`config.mk`:
```
export PLATFORM = sky130hd
export DESIGN_NAME = ctrl_ringbuf_seq
export DESIGN_NICKNAME = d
export VERILOG_FILES = /design/src/rtl/ctrl_ringbuf_seq_pkg.sv /design/src/rtl/ctrl_ringbuf_headptr.sv /design/src/rtl/ctrl_ringbuf_seq.sv
export SDC_FILE = /design/constraint.sdc
export NUM_CORES = 1
export LEC_CHECK = 0
export BUFFER_PORTS_ARGS = -buffer_cell sky130_fd_sc_hd__buf_2
export CORE_ASPECT_RATIO = 0.7
export CORE_MARGIN = 8
export CORE_UTILIZATION = 50
export CTS_BUF_LIST = sky130_fd_sc_hd__clkbuf_4
export DETAILED_ROUTE_END_ITERATION = 10
export PLACE_DENSITY = 0.75
export SLEW_MARGIN = 20
export SYNTH_ARGS = -nofsm -noshare
export SYNTH_HDL_FRONTEND = slang
export SYNTH_SLANG_ARGS = --single-unit
export TNS_END_PERCENT = 100
```
`constraint.sdc`:
```
create_clock -name clk -period 2.83 [get_ports clk]
set_clock_uncertainty 0.15 [all_clocks]
set_input_delay 0 -clock clk [delete_from_list [all_inputs] [get_ports clk]]
set_output_delay 0 -clock clk [all_outputs]
set_load 0.05 [all_outputs]
```
`src/rtl/ctrl_ringbuf_seq_pkg.sv`:
```
// Shared types and defaults for the ring-buffer sample sequencer family.
package ctrl_ringbuf_seq_pkg;

  localparam int unsigned DataAddrWidthDflt = 12;
  localparam int unsigned DataOffWidthDflt  = 10;

  typedef enum logic [1:0] {
    StIdle  = 2'b00,
    StWrite = 2'b01,
    StRun   = 2'b10,
    StDone  = 2'b11
  } seq_state_e;

endpackage

```
`src/rtl/ctrl_ringbuf_headptr.sv`:
```
// Modulo head-offset register with length latch; shared by data/coef sequencers.
module ctrl_ringbuf_headptr #(
  parameter int unsigned OFFSET_WIDTH = 10
) (
  input  logic                    clk,
  input  logic                    clr,
  input  logic                    i_load,
  input  logic [OFFSET_WIDTH-1:0] i_len,
  output logic [OFFSET_WIDTH-1:0] o_head,
  output logic [OFFSET_WIDTH-1:0] o_len
);

  logic [OFFSET_WIDTH-1:0] r_head;
  logic [OFFSET_WIDTH-1:0] r_len;
  logic [OFFSET_WIDTH-1:0] w_head_next;

  // Compare against the new length with >= so a stale offset wraps when the ring shrinks.
  assign w_head_next = (r_head >= i_len) ? '0 : r_head + OFFSET_WIDTH'(1);

  // Latch length and advance head on each accepted sample.
  always_ff @(posedge clk) begin
    if (clr) begin
      r_head <= '0;
      r_len  <= '0;
    end else if (i_load) begin
      r_head <= w_head_next;
      r_len  <= i_len;
    end
  end

  assign o_head = r_head;
  assign o_len  = r_len;

endmodule

```
`src/rtl/ctrl_ringbuf_seq.sv`:
```
// Per-channel sample sequencer: write sample at new head, then stream taps newest-to-oldest.
module ctrl_ringbuf_seq
  import ctrl_ringbuf_seq_pkg::*;
#(
  parameter int unsigned DATA_ADDRESS_WIDTH = DataAddrWidthDflt,
  parameter int unsigned DATA_OFFSET_WIDTH  = DataOffWidthDflt
) (
  input  logic                          clk,
  input  logic                          clr,
  input  logic                          i_sample_vld,
  output logic                          o_sample_rdy,
  input  logic [DATA_OFFSET_WIDTH-1:0]  i_buf_len,
  input  logic [DATA_ADDRESS_WIDTH-1:0] i_data_uptr,
  input  logic                          i_rb_fin,
  output logic                          o_rb_init,
  output logic                          o_rb_cnt,
  output logic [DATA_OFFSET_WIDTH-1:0]  o_head_offset,
  output logic                          o_wr_en,
  output logic [DATA_ADDRESS_WIDTH-1:0] o_wr_addr,
  output logic                          o_tap_vld,
  output logic                          o_tap_last,
  output logic                          o_done,
  output logic                          o_err
);

  localparam int unsigned TapWidth = DATA_OFFSET_WIDTH + 1;

  seq_state_e                   r_state;
  seq_state_e                   w_state_next;
  logic [TapWidth-1:0]          r_tap;
  logic                         r_err;
  logic                         w_accept;
  logic                         w_overrun;
  logic [DATA_OFFSET_WIDTH-1:0] w_head;
  logic [DATA_OFFSET_WIDTH-1:0] w_len;

  assign w_accept  = (r_state == StIdle) & i_sample_vld;
  // Driver failed to finish after len+1 taps: give up on this sample.
  assign w_overrun = (r_state == StRun) & ~i_rb_fin & (r_tap > {1'b0, w_len});

  ctrl_ringbuf_headptr #(
    .OFFSET_WIDTH (DATA_OFFSET_WIDTH)
  ) u_headptr (
    .clk    (clk),
    .clr    (clr),
    .i_load (w_accept),
    .i_len  (i_buf_len),
    .o_head (w_head),
    .o_len  (w_len)
  );

  // State register.
  always_ff @(posedge clk) begin
    if (clr) begin
      r_state <= StIdle;
    end else begin
      r_state <= w_state_next;
    end
  end

  // Tap counter restarts in WRITE, counts every RUN cycle; overrun flag is sticky.
  always_ff @(posedge clk) begin
    if (clr) begin
      r_tap <= '0;
      r_err <= 1'b0;
    end else begin
      if (r_state == StWrite) begin
        r_tap <= '0;
      end else if (r_state == StRun) begin
        r_tap <= r_tap + TapWidth'(1);
      end
      if (w_overrun) begin
        r_err <= 1'b1;
      end
    end
  end

  // Next-state and strobe decode.
  always_comb begin
    w_state_next = r_state;
    o_sample_rdy = 1'b0;
    o_wr_en      = 1'b0;
    o_rb_init    = 1'b0;
    o_rb_cnt     = 1'b0;
    o_tap_vld    = 1'b0;
    o_tap_last   = 1'b0;
    o_done       = 1'b0;
    unique case (r_state)
      StIdle: begin
        o_sample_rdy = 1'b1;
        if (i_sample_vld) begin
          w_state_next = StWrite;
        end
      end
      StWrite: begin
        o_wr_en      = 1'b1;
        o_rb_init    = 1'b1;
        w_state_next = StRun;
      end
      StRun: begin
        o_tap_vld  = 1'b1;
        o_rb_cnt   = ~i_rb_fin;
        o_tap_last = i_rb_fin;
        if (i_rb_fin) begin
          w_state_next = StDone;
        end else if (w_overrun) begin
          o_tap_last   = 1'b1;
          w_state_next = StDone;
        end
      end
      StDone: begin
        o_done       = 1'b1;
        w_state_next = StIdle;
      end
      default: w_state_next = StIdle;
    endcase
  end

  assign o_wr_addr     = i_data_uptr + DATA_ADDRESS_WIDTH'(w_head);
  assign o_head_offset = w_head;
  assign o_err         = r_err;

endmodule

```
==> results of run 1 <==
## critical path: cells and delay by family, from the launching register on
kind / cells / cell delay (ns)
DFF: 1 / 0.47
AOI/OAI and AO/OA: 2 / 0.41
and+or+nand+nor: 3 / 0.69
buffers and inverters: 1 / 0.26
adders and majority gates: 1 / 0.31
## per-stage QoR
step           util, %  setup WS, ns  total power [W]  hold slack, ns
2_1_floorplan        -        0.0159          0.00152         -0.0140
3_3_place_gp      59.0         0.603          0.00174           0.109
3_5_place_dp      59.0         0.536          0.00176           0.110
4_1_cts           64.9         0.163          0.00207           0.130
5_1_grt           65.1        0.0313          0.00221           0.164
6_report          65.1         0.214          0.00207           0.143
## flip-flops by register name, summed over array words and instances, names as in the netlist
| register | count |
|---|---|
| r_tap | 11 |
| u_headptr.o_head | 10 |
| u_headptr.o_len | 10 |
| r_state | 2 |
| o_err | 1 |
## power breakdown
part           internal, W  total (W)  switching [W]
sequential        0.000543   0.000610      0.0000671
combinational     0.000381    0.00119       0.000805
clock             0.000113   0.000273       0.000160
## layout by cell type, fill, tap and decap left out, drive strengths merged, types with 3 or more instances in the layout
cell type / n
buf: 56
nand3: 14
xnor2: 11
inv: 32
nand2: 37
a211oi: 4
dfxtp: 34
dlygate4sd3: 23
ha: 36
nand2b: 4
nor2: 23
xor2: 15
and3: 4
o21a: 5
a21o: 3
a21oi: 33
nor2b: 3
nand4: 8
o21ai: 8
clkbuf: 7
## logic make-up after synthesis
group | synth area share [%]
buffers and inverters | 6.23
DFF | 27.4
muxes | 0.804
adders and majority gates | 18.9
xor gates and xnor gates | 9.15
and+or+nand+nor | 21.1
AOI/OAI and AO/OA | 16.4
## timing repair
| action | 4_1_cts | 5_1_grt |
|---|---|---|
| resized for setup | 0 | 1 |
| endpoints found under the hold margin | 13 | 0 |
| endpoints found under the setup margin | 0 | 2 |
| hold buffers | 23 | 0 |
## worst paths after layout
check                                                 startpoint                      end  slack (ns)
worst max register to register   u_headptr.o_len[9]$_SDFFE_PP0P_       o_err$_SDFFE_PP0P_        0.25
worst min-delay path                                    i_rb_fin  r_state[1]$_SDFFE_PP0P_        0.14
worst min register to register           r_state[1]$_SDFFE_PP0P_  r_state[1]$_SDFFE_PP0P_        0.39
worst max-delay path            u_headptr.o_head[2]$_SDFFE_PP0P_            o_wr_addr[10]        0.21
## routing by layer
| layer | routed length [um] | track usage [%] | vias to the layer above |
|---|---|---|---|
| li1 | - | - | 1232 |
| met3 | 404 | 4.71 | 2 |
| met5 | 0 | 0 | - |
| met4 | 17 | 3.50 | 0 |
| met2 | 2460 | 24.2 | 74 |
| met1 | 3100 | 23.0 | 1067 |
## cell type report
| cell class | instances | area (um2) |
|---|---|---|
| flip-flops and latches | 34 | 681 |
| multi-input cells | 237 | 1660 |
| fillers | 436 | 1670 |
| inverters | 32 | 120 |
| well taps | 69 | 86.3 |
| clock buffers | 7 | 52.6 |
| repair buffers | 79 | 513 |
==> flow_metrics.py, run 1 <==
metrics = {
    "layout": {
        "layoutNonFillerInstCount": 458,
        "drive_gt1_share_pct": 18.5,
        "diodes": 0,
        "layout.nets": 452,
        "stdcell_area_um2": 3110,
        "area_delta_synth_final_pct": 25.1,
    },
    "global_route": {
        "grt_pass1_vias": 2169,
        "grt_max_degree": 18,
        "track_usage_pct": 16.4,
        "overflow": 0,
        "antenna_found_initial": 0,
        "grt_first_pass_wirelength_um": 10100,
    },
    "cts": {
        "insertion_delay_ns": 0.33,
        "cts_setup_buffers": 0,
        "cts_buffers": 5,
        "cts_tree": "done",
        "root_buffer": "clkbuf_4",
        "clock_sinks": 34,
        "cts_max_level": 2,
        "cts.path.max_buffers": 2,
        "path_clk_slew_ns": 0.10,
    },
    "timing": {
        "timing.final.crit_share_pct": 92.4,
        "fin_setup_tns_ns": 0,
        "tightest_slew_ns": 0.782,
        "maxSlewViolCount": 0,
        "fmax_mhz": 382,
        "rsz0062_at_grt": "no",
        "fin_crit_ns": 2.62,
        "hold_viol": 0,
        "slew_headroom_pct": 47.6,
        "setup_viol": 0,
    },
    "synthesis": {
        "synth_most_common_cell": "nand2_1",
        "yosys_warnings": 0,
        "yosysTopAreaCell": "dfxtp_1",
        "synth_area_leaders": "dfxtp_1 (27%), ha_1 (18%), a21oi_1 (6.2%), nand2_1 (5.6%), xor2_1 (5.3%)",
        "ys_seq_area_share_pct": 27.4,
        "async_flop_share_pct": 0,
        "syn-num-nets": 374,
        "ys_ff_latch": 34,
        "synth_cells": 311,
        "ys_types": 47,
        "synth_top_area_share_pct": 27.4,
        "synth_ff_type": "dfxtp_1",
        "synth-edff-count": 0,
        "syn_area_um2": 2490,
        "syn_area_per_cell_um2": 8.00,
        "synth_commonest_cells": "nand2_1 (37), ha_1 (36), dfxtp_1 (34)",
    },
    "critical_path": {
        "crit_type": "flop to output port",
        "max_stage_delay_ns": 0.47,
        "start_kind": "flop",
        "worst_setup_path_end_kind": "output port",
        "crit_fanout": 7,
        "cp_cell_sequence": "ha_1, nor2b_1, o21ai_1, a32oi_2, or4_1, nand3_1, buf_2",
        "cp.required_ns": 2.68,
        "cp.arrival_ns": 2.47,
        "critPathSlowestCell": "dfxtp_1",
        "rr_worst_depth": 8,
    },
    "routing": {
        "wl_per_cell_um": 13.1,
        "drc_errors": 0,
        "viasPerCell": 5.19,
        "dr.pass1.iters": 4,
        "ant_nets": 0,
        "num_vias": 2375,
        "drt_iter0_markers": 138,
        "wl_um": 5980,
    },
    "hold_path": {
        "min_path_cells": 5,
        "hp-class": "input port to flop",
    },
    "placement": {
        "port_buffers": 55,
        "placedInstanceArea_um2": 2820,
        "gp_congestion": 0.815,
        "dp_hpwl_um": 4640,
        "dp_cells": 428,
    },
    "die": {
        "die_w_um": 100,
        "io_pins": 56,
        "fp.dieH_um": 75.0,
        "num_rows": 21,
        "initial_core_util_pct": 52.0,
        "die_area_um2": 7530,
        "coreArea_um2": 4780,
    },
    "outcome": {
        "status": "completed",
    },
    "pwr": {
        "leakage_nw": 1.49,
        "vdd_ir_drop_max_uv": 650,
        "p_per_area_nw_per_um2": 665,
    },
    "flow_run": {
        "cap_violations": 0,
    },
}
(Power assumes the default switching activity.)
==> run 2: changes to the inputs <==
Settings changed: PLACE_DENSITY 0.75 to 0.74, SYNTH_HIERARCHICAL from default to 1.
==> flow_metrics.py, run 2 <==
metrics = {
    "cts": {
        "cts.path.max_buffers": 2,
        "cts_tree": "done",
        "cts_max_level": 2,
        "root_buffer": "clkbuf_4",
        "cts_buffers": 5,
        "path_clk_slew_ns": 0.10,
        "clock_sinks": 34,
        "insertion_delay_ns": 0.35,
    },
    "timing": {
        "maxSlewViolCount": 0,
        "fin_crit_ns": 2.62,
        "fin_setup_tns_ns": 0,
        "rsz0062_at_grt": "no",
        "tightest_slew_ns": 0.432,
        "timing.final.crit_share_pct": 92.7,
        "hold_viol": 0,
        "slew_headroom_pct": 71.2,
        "setup_viol": 0,
        "fin_ws_ns": 0.208,
        "fin_hold_ws_ns": 0.297,
        "fmax_mhz": 381,
    },
    "synthesis": {
        "syn_area_per_cell_um2": 8.43,
        "syn_area_um2": 2530,
        "ys_types": 50,
        "yosysTopAreaCell": "dfxtp_1",
        "synth_cells": 300,
        "synth_most_common_cell": "nor2_1",
        "ys_ff_latch": 34,
        "synth_ff_type": "dfxtp_1",
        "ys_seq_area_share_pct": 26.9,
        "async_flop_share_pct": 0,
        "synth_top_area_share_pct": 26.9,
        "syn-num-nets": 363,
        "yosys_warnings": 6,
        "synth-edff-count": 0,
        "synth_area_leaders": "dfxtp_1 (27%), ha_1 (18%), nor2_1 (5.8%), inv_1 (5.2%), mux2i_1 (4.8%)",
        "synth_commonest_cells": "nor2_1 (39), ha_1 (36), inv_1 (35)",
    },
    "pwr": {
        "p_per_area_nw_per_um2": 609,
        "leakage_nw": 1.50,
        "vdd_ir_drop_max_uv": 501,
    },
    "die": {
        "io_pins": 56,
        "num_rows": 21,
        "fp.dieH_um": 75.5,
        "die_w_um": 101,
        "die_area_um2": 7630,
        "coreArea_um2": 4830,
        "initial_core_util_pct": 52.3,
    },
    "critical_path": {
        "cp.required_ns": 2.68,
        "start_kind": "flop",
        "cp.arrival_ns": 2.47,
        "crit_type": "flop to output port",
        "worst_setup_path_end_kind": "output port",
        "crit_fanout": 9,
    },
    "routing": {
        "drc_errors": 0,
        "wl_per_cell_um": 13.1,
        "num_vias": 2266,
        "ant_nets": 0,
        "dr.pass1.iters": 4,
        "viasPerCell": 5.04,
        "drt_iter0_markers": 120,
        "wl_um": 5880,
    },
    "layout": {
        "drive_gt1_share_pct": 20.5,
        "layout_common_cells": "buf_2 (54), nor2_1 (39), ha_1 (36)",
        "layout.nets": 443,
        "top_register": "r_tap",
        "final_core_util_pct": 66.5,
        "largest_reg_flops": 11,
        "final_common_cell": "buf_2",
        "area_delta_synth_final_pct": 27.2,
        "diodes": 0,
        "fillers": 454,
        "stdcell_area_um2": 3220,
    },
    "global_route": {
        "track_usage_pct": 16.4,
        "grt_first_pass_wirelength_um": 10100,
        "overflow": 0,
        "grt_pass1_vias": 2175,
        "antenna_found_initial": 0,
        "grt_max_degree": 20,
    },
    "flow_run": {
        "cap_violations": 0,
    },
    "placement": {
        "gp_congestion": 0.853,
        "dp_hpwl_um": 4500,
        "port_buffers": 55,
        "placedInstanceArea_um2": 2870,
        "preCtsSetupSlack_ns": 0.362,
    },
    "hold_path": {
        "hp-class": "input port to output port",
    },
    "outcome": {
        "status": "completed",
    },
}
[run 2: path summary, 6_finish.rpt]
path                                         start                              end  slack [ns]  cells past startpoint
hold reg to reg                 o_err$_SDFFE_PP0P_               o_err$_SDFFE_PP0P_        0.30                      2
hold / removal                      i_data_uptr[0]                     o_wr_addr[0]        0.30                      3
setup / recovery  u_headptr/o_head[2]$_SDFFE_PP0P_                    o_wr_addr[10]        0.21                      7
setup reg to reg           r_state[1]$_SDFFE_PP0P_  u_headptr/o_len[2]$_SDFFE_PP0P_        0.46                      7
[run 2: final cells by class]
type | instances | area, um2 | share of cell area (%)
multi-input combinational | 224 | 1690 | 52.6
sequential | 34 | 683 | 21.2
timing repair buffer | 80 | 523 | 16.3
inverter | 35 | 131 | 4.08
tap | 69 | 86.3 | 2.68
clock inverter | 3 | 63.8 | 1.98
clock buffer | 5 | 37.5 | 1.17
[run 2: power by group]
group	switching (W)	internal, W	total (W)
clock	0.000177	0.000272	0.000449
sequential	0.0000467	0.000533	0.000580
combinational	0.000596	0.000333	0.000928
total	0.000820	0.00114	0.00196
[run 2: logic make-up after synthesis]
| kind of cell | Yosys count | synth area share, % |
|---|---|---|
| muxes | 12 | 4.75 |
| DFF | 34 | 26.9 |
| xor gates and xnor gates | 24 | 8.31 |
| buffers and inverters | 42 | 6.88 |
| and+or+nand+nor | 104 | 21.4 |
| adders and majority gates | 37 | 18.6 |
| AOI/OAI and AO/OA | 47 | 13.1 |
[run 2: layer usage]
metal	global-route usage [%]	vias up	part of all wire [%]
met5	0	-	0
met4	4.93	0	1.2
met3	4.84	8	7.4
met2	24.5	51	42
met1	22.3	1010	50
li1	-	1197	-
[run 2: critical path, stage by stage, from the launching register on]
cell      delay, ns
dfxtp_1        0.48
ha_1           0.31
nor2b_2        0.17
o21ai_1        0.22
a32oi_2        0.20
or4_1          0.42
nand3_1        0.09
clkbuf_4       0.23
[run 2: what timing repair did]
action | 4_1_cts | 5_1_grt
endpoints found under the hold margin | 16 | 0
pin swaps | 0 | 1
hold buffers | 23 | 0
gates resized for setup | 1 | 4
endpoints found under the setup margin | 1 | 2
buffers inserted | 0 | 0
[run 2: stage by stage]
stage | total power, W | cells
final | 0.00196 | 450
after global routing | 0.00208 | 450
after CTS | 0.00196 | 450
after detailed placement | 0.00146 | 419
after global placement | 0.00145 | 419
after floorplan | 0.00132 | 300
==> run 3: changes to the inputs <==
Settings changed: BUFFER_PORTS_ARGS -buffer_cell sky130_fd_sc_hd__buf_2 to default, DONT_BUFFER_PORTS from default to 1, PLACE_DENSITY 0.74 to default.
==> flow_metrics.py, run 3 (same netlist as run 2, synthesis figures left out) <==
metrics = {
    "outcome": {
        "status": "completed",
    },
    "global_route": {
        "grt_pass1_vias": 1912,
        "antenna_found_initial": 0,
        "track_usage_pct": 15.2,
        "overflow": 0,
        "grt_first_pass_wirelength_um": 9220,
        "grt_max_degree": 20,
    },
    "timing": {
        "fin_ws_ns": 0.227,
        "hold_viol": 0,
        "rsz0062_at_grt": "no",
        "fmax_mhz": 384,
        "maxSlewViolCount": 0,
        "fin_setup_tns_ns": 0,
        "timing.final.crit_share_pct": 92.0,
        "tightest_slew_ns": 0.658,
        "slew_headroom_pct": 56.0,
        "setup_viol": 0,
        "fin_crit_ns": 2.60,
    },
    "layout": {
        "diodes": 0,
        "largest_reg_flops": 11,
        "layoutNonFillerInstCount": 407,
        "top_register": "r_tap",
        "fillers": 462,
        "register_area_um2": 681,
        "multi_input_area_um2": 1680,
        "final_common_cell": "nor2_1",
        "area_delta_synth_final_pct": 16.9,
        "drive_gt1_share_pct": 12.1,
        "layout_common_cells": "nor2_1 (39), ha_1 (36), inv_1 (35)",
        "layout.nets": 400,
    },
    "routing": {
        "wl_um": 5690,
        "viasPerCell": 5.14,
        "drt_iter0_markers": 104,
        "ant_nets": 0,
        "drc_errors": 0,
        "num_vias": 2092,
        "dr.pass1.iters": 4,
        "wl_per_cell_um": 14.0,
    },
    "hold_path": {
        "min_path_cells": 4,
        "hp-class": "input port to flop",
    },
    "critical_path": {
        "start_kind": "flop",
        "rr_worst_depth": 8,
        "worst_setup_path_end_kind": "output port",
        "rrSetupSlack_ns": 0.25,
        "startpoint": "u_headptr/o_head[0]$_SDFFE_PP0P_",
        "crit_fanout": 3,
        "timing.rr.end": "o_err$_SDFFE_PP0P_",
        "reg2reg_from": "u_headptr/o_len[9]$_SDFFE_PP0P_",
        "cp.required_ns": 2.68,
        "cp.arrival_ns": 2.45,
        "crit_type": "flop to output port",
        "endpoint": "o_wr_addr[10]",
    },
    "cts": {
        "cts_hold_buf": 13,
        "cts_max_level": 2,
        "clock_sinks": 34,
        "cts_tree": "done",
        "cts_buffers": 5,
        "insertion_delay_ns": 0.33,
        "cts.path.max_buffers": 2,
        "path_clk_slew_ns": 0.10,
        "ctsResizeCount": 0,
        "cts_setup_buffers": 0,
        "root_buffer": "clkbuf_4",
    },
    "pwr": {
        "leakage_nw": 1.29,
        "p_per_area_nw_per_um2": 580,
        "p_seq_share_pct": 33.3,
        "vdd_ir_drop_max_uv": 548,
        "combPwrFrac_pct": 51.2,
        "power.share.clock_pct": 15.4,
        "power_switching_w": 0.000781,
        "cellInternalPower_w": 0.000935,
        "swShare_pct": 45.5,
    },
    "die": {
        "num_rows": 21,
        "die_area_um2": 7630,
        "fp.dieH_um": 75.5,
        "die_w_um": 101,
        "coreArea_um2": 4830,
        "io_pins": 56,
        "initial_core_util_pct": 52.3,
    },
    "placement": {
        "dp_hpwl_um": 4520,
        "port_buffers": 0,
        "preCtsSetupSlack_ns": 0.596,
        "gp_congestion": 0.816,
        "dp_cells": 386,
    },
    "flow_run": {
        "cap_violations": 0,
    },
}
[run 3: cell count changes in the layout (fill, tap and decap cells not counted), sizes merged]
cell and delta:
bufinv -2, clkinv +1, buf -32, dlygate4sd3 -10
[run 3: power by group through the flow]
stage	Combinational, W	Clock [W]	Sequential [W]
2_1_floorplan	0.000710	0	0.000609
3_3_place_gp	0.000860	0	0.000581
3_5_place_dp	0.000863	0	0.000585
4_1_cts	0.000887	0.000277	0.000573
5_1_grt	0.000971	0.000299	0.000579
6_report	0.000879	0.000265	0.000572
[run 3: per-layer routing]
layer  track usage [%]  vias up  routed length, um
met3              5.57        4                465
li1                  -     1110                  -
met1              22.8      922               3060
met5                 0        -                  0
met2              19.4       56               2130
met4              3.45        0                 25
[run 3: area by class of cell]
cell class / instances / area share, %
well taps: 69 / 2.92
clock inverters: 2 / 0.296
clock buffers: 6 / 1.52
inverters: 35 / 4.44
repair buffers: 37 / 10.9
multi-input cells: 224 / 56.9
flip-flops and latches: 34 / 23.0
[run 3: critical path, stage by stage (launching register included)]
cell and delay [ns]:
dfxtp_1 0.34, ha_1 0.16, inv_1 0.05, fa_1 0.40, nor2b_1 0.20, o21ai_1 0.13
a32oi_1 0.40, or4_1 0.17, nand3_1 0.07, buf_4 0.20
[run 3: how the worst min path moves through the flow]
stage	from	to	slack [ns]
after floorplan	clr	o_err$_SDFFE_PP0P_	-0.08
after global placement	clr	u_headptr/o_head[1]$_SDFFE_PP0P_	-0.08
after detailed placement	clr	u_headptr/o_head[1]$_SDFFE_PP0P_	-0.08
after CTS	i_rb_fin	r_state[1]$_SDFFE_PP0P_	0.03
after global routing	i_rb_fin	r_state[1]$_SDFFE_PP0P_	0.07
final	i_rb_fin	r_state[1]$_SDFFE_PP0P_	0.04
[run 3: metrics by stage]
stage	hold WS (ns)	utilization, %	total power [W]	area (um2)
floorplan	-0.0809	-	0.00132	2540
global placement	-0.0756	57.3	0.00144	2770
detailed placement	-0.0767	57.3	0.00145	2770
CTS	0.0278	61.2	0.00174	2960
global route	0.0701	61.2	0.00185	2960
finish	0.0402	61.2	0.00172	2960
